--- src/rtl/frontend_backend_fifo_pkg.sv ---
// Shared types and configuration for the frontend/backend decoupling queue.
package frontend_backend_fifo_pkg;

   // Queue depth used by both the frontend and backend top levels.
   localparam int FRONTEND_FIFO_DEPTH = 4;

   // Packet handed from the Frontend ISU stage to backend issue.
   typedef struct packed {
      logic        valid;
      logic [31:0] pc;
      logic [31:0] instr;
   } frontend_packet_t;

endpackage

--- src/rtl/frontend_backend_fifo.sv ---
// Frontend -> backend decoupling queue: in-order packet FIFO with full-based
// stall, valid/ready head, and flush. Optional macro FRONTEND_FIFO_BYPASS_EN
// lets a packet reach the head combinationally when the queue is empty.
module frontend_backend_fifo
   import frontend_backend_fifo_pkg::*;
#(
   parameter  int DEPTH = FRONTEND_FIFO_DEPTH,
   localparam int PTR_W = $clog2(DEPTH),
   localparam int CNT_W = $clog2(DEPTH + 1)
) (
   input  logic             clk,
   input  logic             rst,
   input  logic             flush,
   input  frontend_packet_t in_packet,
   input  logic             in_hold,
   output logic             backend_busy,
   output frontend_packet_t out_packet,
   output logic             out_valid,
   input  logic             out_ready,
   output logic [CNT_W-1:0] count
);

   frontend_packet_t r_mem [DEPTH];
   logic [PTR_W-1:0] r_wr_ptr;
   logic [PTR_W-1:0] r_rd_ptr;
   logic [CNT_W-1:0] r_count;

   logic w_full;
   logic w_empty;
   logic w_take;
   logic w_bypass;
   logic w_push;
   logic w_pop;

   assign w_full  = (r_count == CNT_W'(DEPTH));
   assign w_empty = (r_count == '0);
   assign w_take  = in_packet.valid & ~in_hold & ~flush;

`ifdef FRONTEND_FIFO_BYPASS_EN
   // Empty queue and backend ready: the packet goes straight through unstored.
   assign w_bypass = w_empty & w_take & out_ready;
`else
   assign w_bypass = 1'b0;
`endif

   // Bubbles are never stored; a bypassed packet does not occupy a slot.
   assign w_push = w_take & ~w_full & ~w_bypass;
   // Only stored entries are popped; a bypassed packet leaves state untouched.
   assign w_pop  = ~w_empty & out_ready & ~flush;

   // Stall only from registered occupancy, never from out_ready or in_packet.
   assign backend_busy = w_full;
   assign count        = r_count;

   // Head presentation: stored head, else (bypass build) the incoming packet, else zero.
   always_comb begin
      out_valid  = 1'b0;
      out_packet = '0;
      if (!w_empty) begin
         out_valid  = 1'b1;
         out_packet = r_mem[r_rd_ptr];
      end
`ifdef FRONTEND_FIFO_BYPASS_EN
      else if (w_take) begin
         out_valid  = 1'b1;
         out_packet = in_packet;
      end
`endif
   end

   // Entry storage: written on push, intentionally not reset.
   always_ff @(posedge clk) begin
      if (w_push) begin
         r_mem[r_wr_ptr] <= in_packet;
      end
   end

   // Pointers and occupancy; flush empties the queue with no push/pop that cycle.
   always_ff @(posedge clk or negedge rst) begin
      if (!rst) begin
         r_wr_ptr <= '0;
         r_rd_ptr <= '0;
         r_count  <= '0;
      end else if (flush) begin
         r_wr_ptr <= '0;
         r_rd_ptr <= '0;
         r_count  <= '0;
      end else begin
         // DEPTH is a power of two, so natural pointer overflow wraps correctly.
         if (w_push) begin
            r_wr_ptr <= r_wr_ptr + PTR_W'(1);
         end
         if (w_pop) begin
            r_rd_ptr <= r_rd_ptr + PTR_W'(1);
         end
         case ({w_push, w_pop})
            2'b10:   r_count <= r_count + CNT_W'(1);
            2'b01:   r_count <= r_count - CNT_W'(1);
            default: r_count <= r_count;
         endcase
      end
   end

endmodule

--- config.mk ---
export PLATFORM = sky130hd
export DESIGN_NAME = frontend_backend_fifo
export DESIGN_NICKNAME = d
export VERILOG_FILES = /design/src/rtl/frontend_backend_fifo_pkg.sv /design/src/rtl/frontend_backend_fifo.sv
export SDC_FILE = /design/constraint.sdc
export NUM_CORES = 1
export LEC_CHECK = 0
export CELL_PAD_IN_SITES_DETAIL_PLACEMENT = 0
export CELL_PAD_IN_SITES_GLOBAL_PLACEMENT = 2
export CORE_ASPECT_RATIO = 0.7
export CORE_MARGIN = 5
export CORE_UTILIZATION = 45
export DETAILED_ROUTE_END_ITERATION = 7
export PLACE_DENSITY_LB_ADDON = 0.05
export SETUP_SLACK_MARGIN = 0.05
export SYNTH_ARGS = -nofsm -noshare
export SYNTH_HDL_FRONTEND = slang
export SYNTH_SLANG_ARGS = --single-unit
--- constraint.sdc ---
create_clock -name clk -period 5.9 [get_ports clk]
set_input_delay 0.59 -clock clk [delete_from_list [all_inputs] [get_ports clk]]
set_output_delay 0.59 -clock clk [all_outputs]
set_load 0.01 [all_outputs]
=== Word level (Yosys, flattened, before mapping) ===
Memory sizes are Yosys's and may differ from the RTL's.
Index checks and enable logic that the tools add are counted.

* $add $sub $neg: 4
* Eq/ne operators: 3
* Multiplexer cells: 10
* Bitwise gates (word level): 9
* Reductions and logical operators: 4

{| class="wikitable"
|+ Operators by type and width
! operator !! count
|-
| $mux 65 || 1
|-
| $mux 2 || 4
|-
| $pmux 3 s2 || 1
|-
| $and 1x1->1 || 5
|-
| $add 2x1->2 const B || 2
|-
| $not 1->1 || 4
|-
| $reduce_bool 2->1 || 2
|-
| $add 3x1->3 const B || 1
|-
| $eq 3x3->1 const B || 1
|-
| $logic_not 3->1 || 1
|-
| $mux 1 || 3
|-
| $mux 3 || 1
|-
| $reduce_bool 3->1 || 1
|-
| $sub 3x1->3 const B || 1
|-
| $eq 2x1->1 const B || 1
|-
| $eq 2x2->1 const B || 1
|}

* Flip-flop bits (word level): 7
* Bits in writable memories: 260
* Input bits: 70
* Logic and storage cells: 34
* Memories: 1

{| class="wikitable"
|+ Memories
! name !! depth !! bits a word !! read ports !! clocked after Yosys merged registers in !! wr ports !! RTL line !! source
|-
| r_mem || 4 || 65 || 1 || 0 || 1 || frontend_backend_fifo.sv:23 || <nowiki>frontend_packet_t r_mem [DEPTH];</nowiki>
|}

=== Logic depth before layout (Yosys ltp) ===
* Depth after elaboration: 7
* Mapped depth: 9

=== Least setup slack after synthesis ===
No wires, ideal clock.

* Path type: input port to flip-flop
* Start: input flush
* End: memory r_mem[0][0] in the netlist's numbering, enable pin
* Setup time: 0.430 ns
* Data arrival time: 2.666 ns
* Required time: 5.470 ns
* Setup slack: 2.804 ns
* Stages: 3
* Path through: nor4b_4 > buf_4 > and2_1

* Cells in the longest elaborated chain, start to end: 5

{| class="wikitable"
|+ Ends and longest elaborated chain
! item !! RTL line !! source
|-
| start, declared || frontend_backend_fifo.sv:13 || <nowiki>input logic flush,</nowiki>
|-
| $not 1->1 || frontend_backend_fifo.sv:37 || <nowiki>assign w_take = in_packet.valid & ~in_hold & ~flush;</nowiki>
|-
| $and 1x1->1 || frontend_backend_fifo.sv:37 ||
|-
| $and 1x1->1 || frontend_backend_fifo.sv:47 || <nowiki>assign w_push = w_take & ~w_full & ~w_bypass;</nowiki>
|-
| $mux 1 || frontend_backend_fifo.sv:73 || <nowiki>if (w_push) begin</nowiki>
|-
| $mux 1 (not written as such) || frontend_backend_fifo.sv:74 || <nowiki>r_mem[r_wr_ptr] <= in_packet;</nowiki>
|-
| end, declared || frontend_backend_fifo.sv:23 ||
|}

Every way passes these cells.

==> metrics.md <==
| Metric | Value |
|---|---|
| Outcome | complete, no violations |
| I/O Pins | 140 |
| Final #Nets | 681 |
| H-tree depth | 1 |
| Slew Limit Fails | 0 |
| R2r endpoint | count[2] |
| Ys Warns | 0 |
| Synth Area in Compound Gates | less than 1% |
| Register-to-register setup slack | approximately 2900 ps |
| Synth Area in XOR/XNOR | 0.3263% |
| Post_cts resized | 0 |
| Setup bufs post-CTS | 0 |
| CTS Buffer Depth | 3 |
| Vias in the first global route | 5223 |
| CTS Sinks | 267 |
| Post-synth EDFFs | 260 |
| CTS tree | done |
| Critical Path RT | 5310 ps |
| Tmin final | 3483 ps |
| Clk_skew | 9.510 ps |
| Pin count of the biggest net entering global routing | between 60 and 70 |
| Simple-Gate Fraction of Synth Area | under 10% |
| Synthesis-to-layout area growth | 24.68% |
| Placed inst area | between 10000 and 15000 um2 |
| Global Route Usage Sum | 15.21% |
| Pwr Density | 411.0 nW/um2 |
| Fin crit share | 59.03% |
| Worst-skew pair later-pin latency | 510 ps |
| Worst Hold Class | input pin to asynchronous set/reset pin |
| Synth Flop Type | edfxtp_1 |
| Final wirelength | between 15000 and 20000 um |
| Final Hold Viols | 0 |
| Port Buf Inserts | 139 |
| Relative slew slack | roughly 29% |
| Die H | 136.9 um |
| Per-cell routed wire length | 21.01 um |
| Via/cell ratio | 5.151 |
| P_sw | 1355 uW |
| Die X | between 150 and 200 um |
| Fin util | 57.07% |
| Leak | 0.004077 uW |
| Switching share of power | 25.53% |
| Sequential share of power | 41.2% |
| Worst Max-Slew Pin Slew | between 1000 and 1500 ps |
| Drt pass-1 iters | 4 |
| DRT iter0 DRCs | 278 |
| CTS Buf Count | 26 |
| RSZ-0062 raised after global routing | no |
| Most frequent cell after synthesis | edfxtp_1 |
| Main combinational cell family by area after synthesis | multiplexers |
| Number of antenna violations at the first check in global routing | 2 |
| Crit path max fanout | between 40 and 50 |
| FF+latch count, synth | between 200 and 300 |
| Crit path cell chain | or3_2 > buf_4 > and2_1 > clkdlybuf4s50_1 |
| Clock share of power | a little under a third |
| N_diodes | 0 |
| Clock slew seen by the registers of the worst setup and hold paths | 60 ps |
| Power Total | between 5000 and 6000 uW |
| Post-DP HPWL | between 10000 and 15000 um |
| Setup crit start kind | flip-flop |
| Filler Cells Inserted | approximately 1700 |
| Post-synth ARST share | 2.622% |
| Worst r2r src | count[0] |
| Setup TNS | 0 ps |
| Overflow after GRT | 0 |
| Maximum clock frequency | 0.2871 GHz |
| Reg2reg path depth | 9 |
| Row count | 46 |
| Seq/Total Area, Yosys | 77.10% |
| Yosys top cell by area | edfxtp_1 |
| Top post-synthesis cells by area | edfxtp_1 (75%), mux4_2 (14%), and2_1 (4.2%) |
| WS Path Type | flip-flop to output port |
| Syn Std Cell Area | about 10000 um2 |
| CTS Hold Buffers Added | 0 |
| P_int | 3951 uW |
| CTS root buf | clkbuf_16 |
| Starting Density | 45.77% |
| Data arrival, critical path | 2890 ps |
| Commonest cells in the netlist | edfxtp_1 (260), and2_1 (69), mux4_2 (65) |
| Syn_nets | 536 |
| CP max-delay cell | or3_2 |
| Die footprint | between 20000 and 30000 um2 |
| Mapped Cells | 461 |
| Max IR drop VDD | 0.0001952 V |
| Core area | around 23000 um2 |
| DRC | 0 |
| Area share of the leading cell type in the synthesized netlist | 75.41% |
| Mux share of post-synthesis cell area | 14.60% |
| First-pass GRT wire length | 30490 um |
| Post-Synth Adder-Cell Area | 0.6767% |
| Share of layout cells above drive strength 1 | 19.33% |
| Finished Cell Area | 12910 um2 |
| Max incr delay on CP | about 760 ps |
| Post-DRT Antenna Nets | 0 |
| Post-synth cell types | 32 |
| Synthesized area per cell | about 22 um2 |
| Crit path capture type | output port |
| Logic pwr share | 27.0% |
| Final setup viols | 0 |
| Routed vias | 4832 |
| Max Cap Viol | 0 |
| RePlAce Congestion | between 0.7 and 0.8 |
area by class of cell:
class                   instances  area (um2)  share of cell area, %
clock buffers                  30       686.9                  5.321
flip-flops and latches        267        7990                  61.90
clock inverters                18       196.4                  1.522
well taps                     312       390.4                  3.024
inverters                       2       7.507                0.05816
multi-input cells             167        2223                  17.22
repair buffers                142        1414                  10.95
logic make-up after synthesis:
| logic type | count (synthesis) |
|---|---|
| DFF | 267 |
| and+or+nand+nor | 88 |
| xor gates and xnor gates | 3 |
| adders and majority gates | 5 |
| AOI/OAI and AO/OA | 2 |
| muxes | 69 |
| buffers and inverters | 27 |
worst max path at each step:
stage,from,to,slack [ps],depth (start not counted)
after CTS,count[0],out_packet[13],2320,4
final,count[0],out_packet[13],2420,4
after global routing,count[0],out_packet[13],2210,4
after global placement,flush,r_mem[0][21],2540,3
after floorplan,flush,r_mem[0][0],2800,3
after detailed placement,flush,r_mem[3][23],2460,3
power groups by stage:
| stage | sequential (uW) | combinational (uW) | clock [uW] |
|---|---|---|---|
| 2_1_floorplan | 2210 | 785 | 0 |
| 3_3_place_gp | 2230 | 1470 | 0 |
| 3_5_place_dp | 2230 | 1470 | 0 |
| 4_1_cts | 2190 | 1480 | 1720 |
| 5_1_grt | 2190 | 1560 | 1810 |
| 6_report | 2190 | 1430 | 1680 |
per-stage QoR:
stage               instances  setup slack, ps  hold WS, ps
floorplan                 461             2804        294.4
global placement          890             2539        574.5
detailed placement        890             2461        576.2
CTS                       938             2321        340.6
global route              938             2214        364.3
finish                    938             2417        358.8
per-layer routing:
| layer | up-vias | wire length, um | share of wire [%] | GRT usage [%] |
|---|---|---|---|---|
| met1 | 2516 | 8609 | 44 | 21.44 |
| li1 | 2155 | - | - | - |
| met5 | - | 26 | 0.13 | 0 |
| met3 | 33 | 1250 | 6.3 | 3.799 |
| met4 | 4 | 378 | 1.9 | 3.230 |
| met2 | 124 | 9446 | 48 | 24.52 |
flip-flops by register name, indices dropped and copies added (netlist names):
signal / cells
r_rd_ptr: 2
r_mem: 260
r_wr_ptr: 2
count: 3
cell usage in the layout, fill, tap and decap left out, types with 2 or more instances in the layout:
cell,Yosys,routed
buf_4,3,3
clkinv_1,0,6
dfrtp_4,0,2
and2_1,69,65
inv_1,2,2
nor2_1,6,6
mux4_2,65,65
clkbuf_1,10,3
ha_1,4,4
clkdlybuf4s50_1,0,139
dfrtp_1,7,5
edfxtp_1,260,260
and2_4,0,4
clkinv_2,0,6
clkbuf_16,0,27
nor2b_1,2,2
xor2_1,2,2
nand2b_1,2,2
bufinv_16,0,4
worst max-delay path: cells and delay by family (launching register included):
kind	cells	cell delay, ps
simple gates	2	1010
flops	1	460
buf+inv	2	900
No activity file was read; power rests on OpenSTA's default activity.
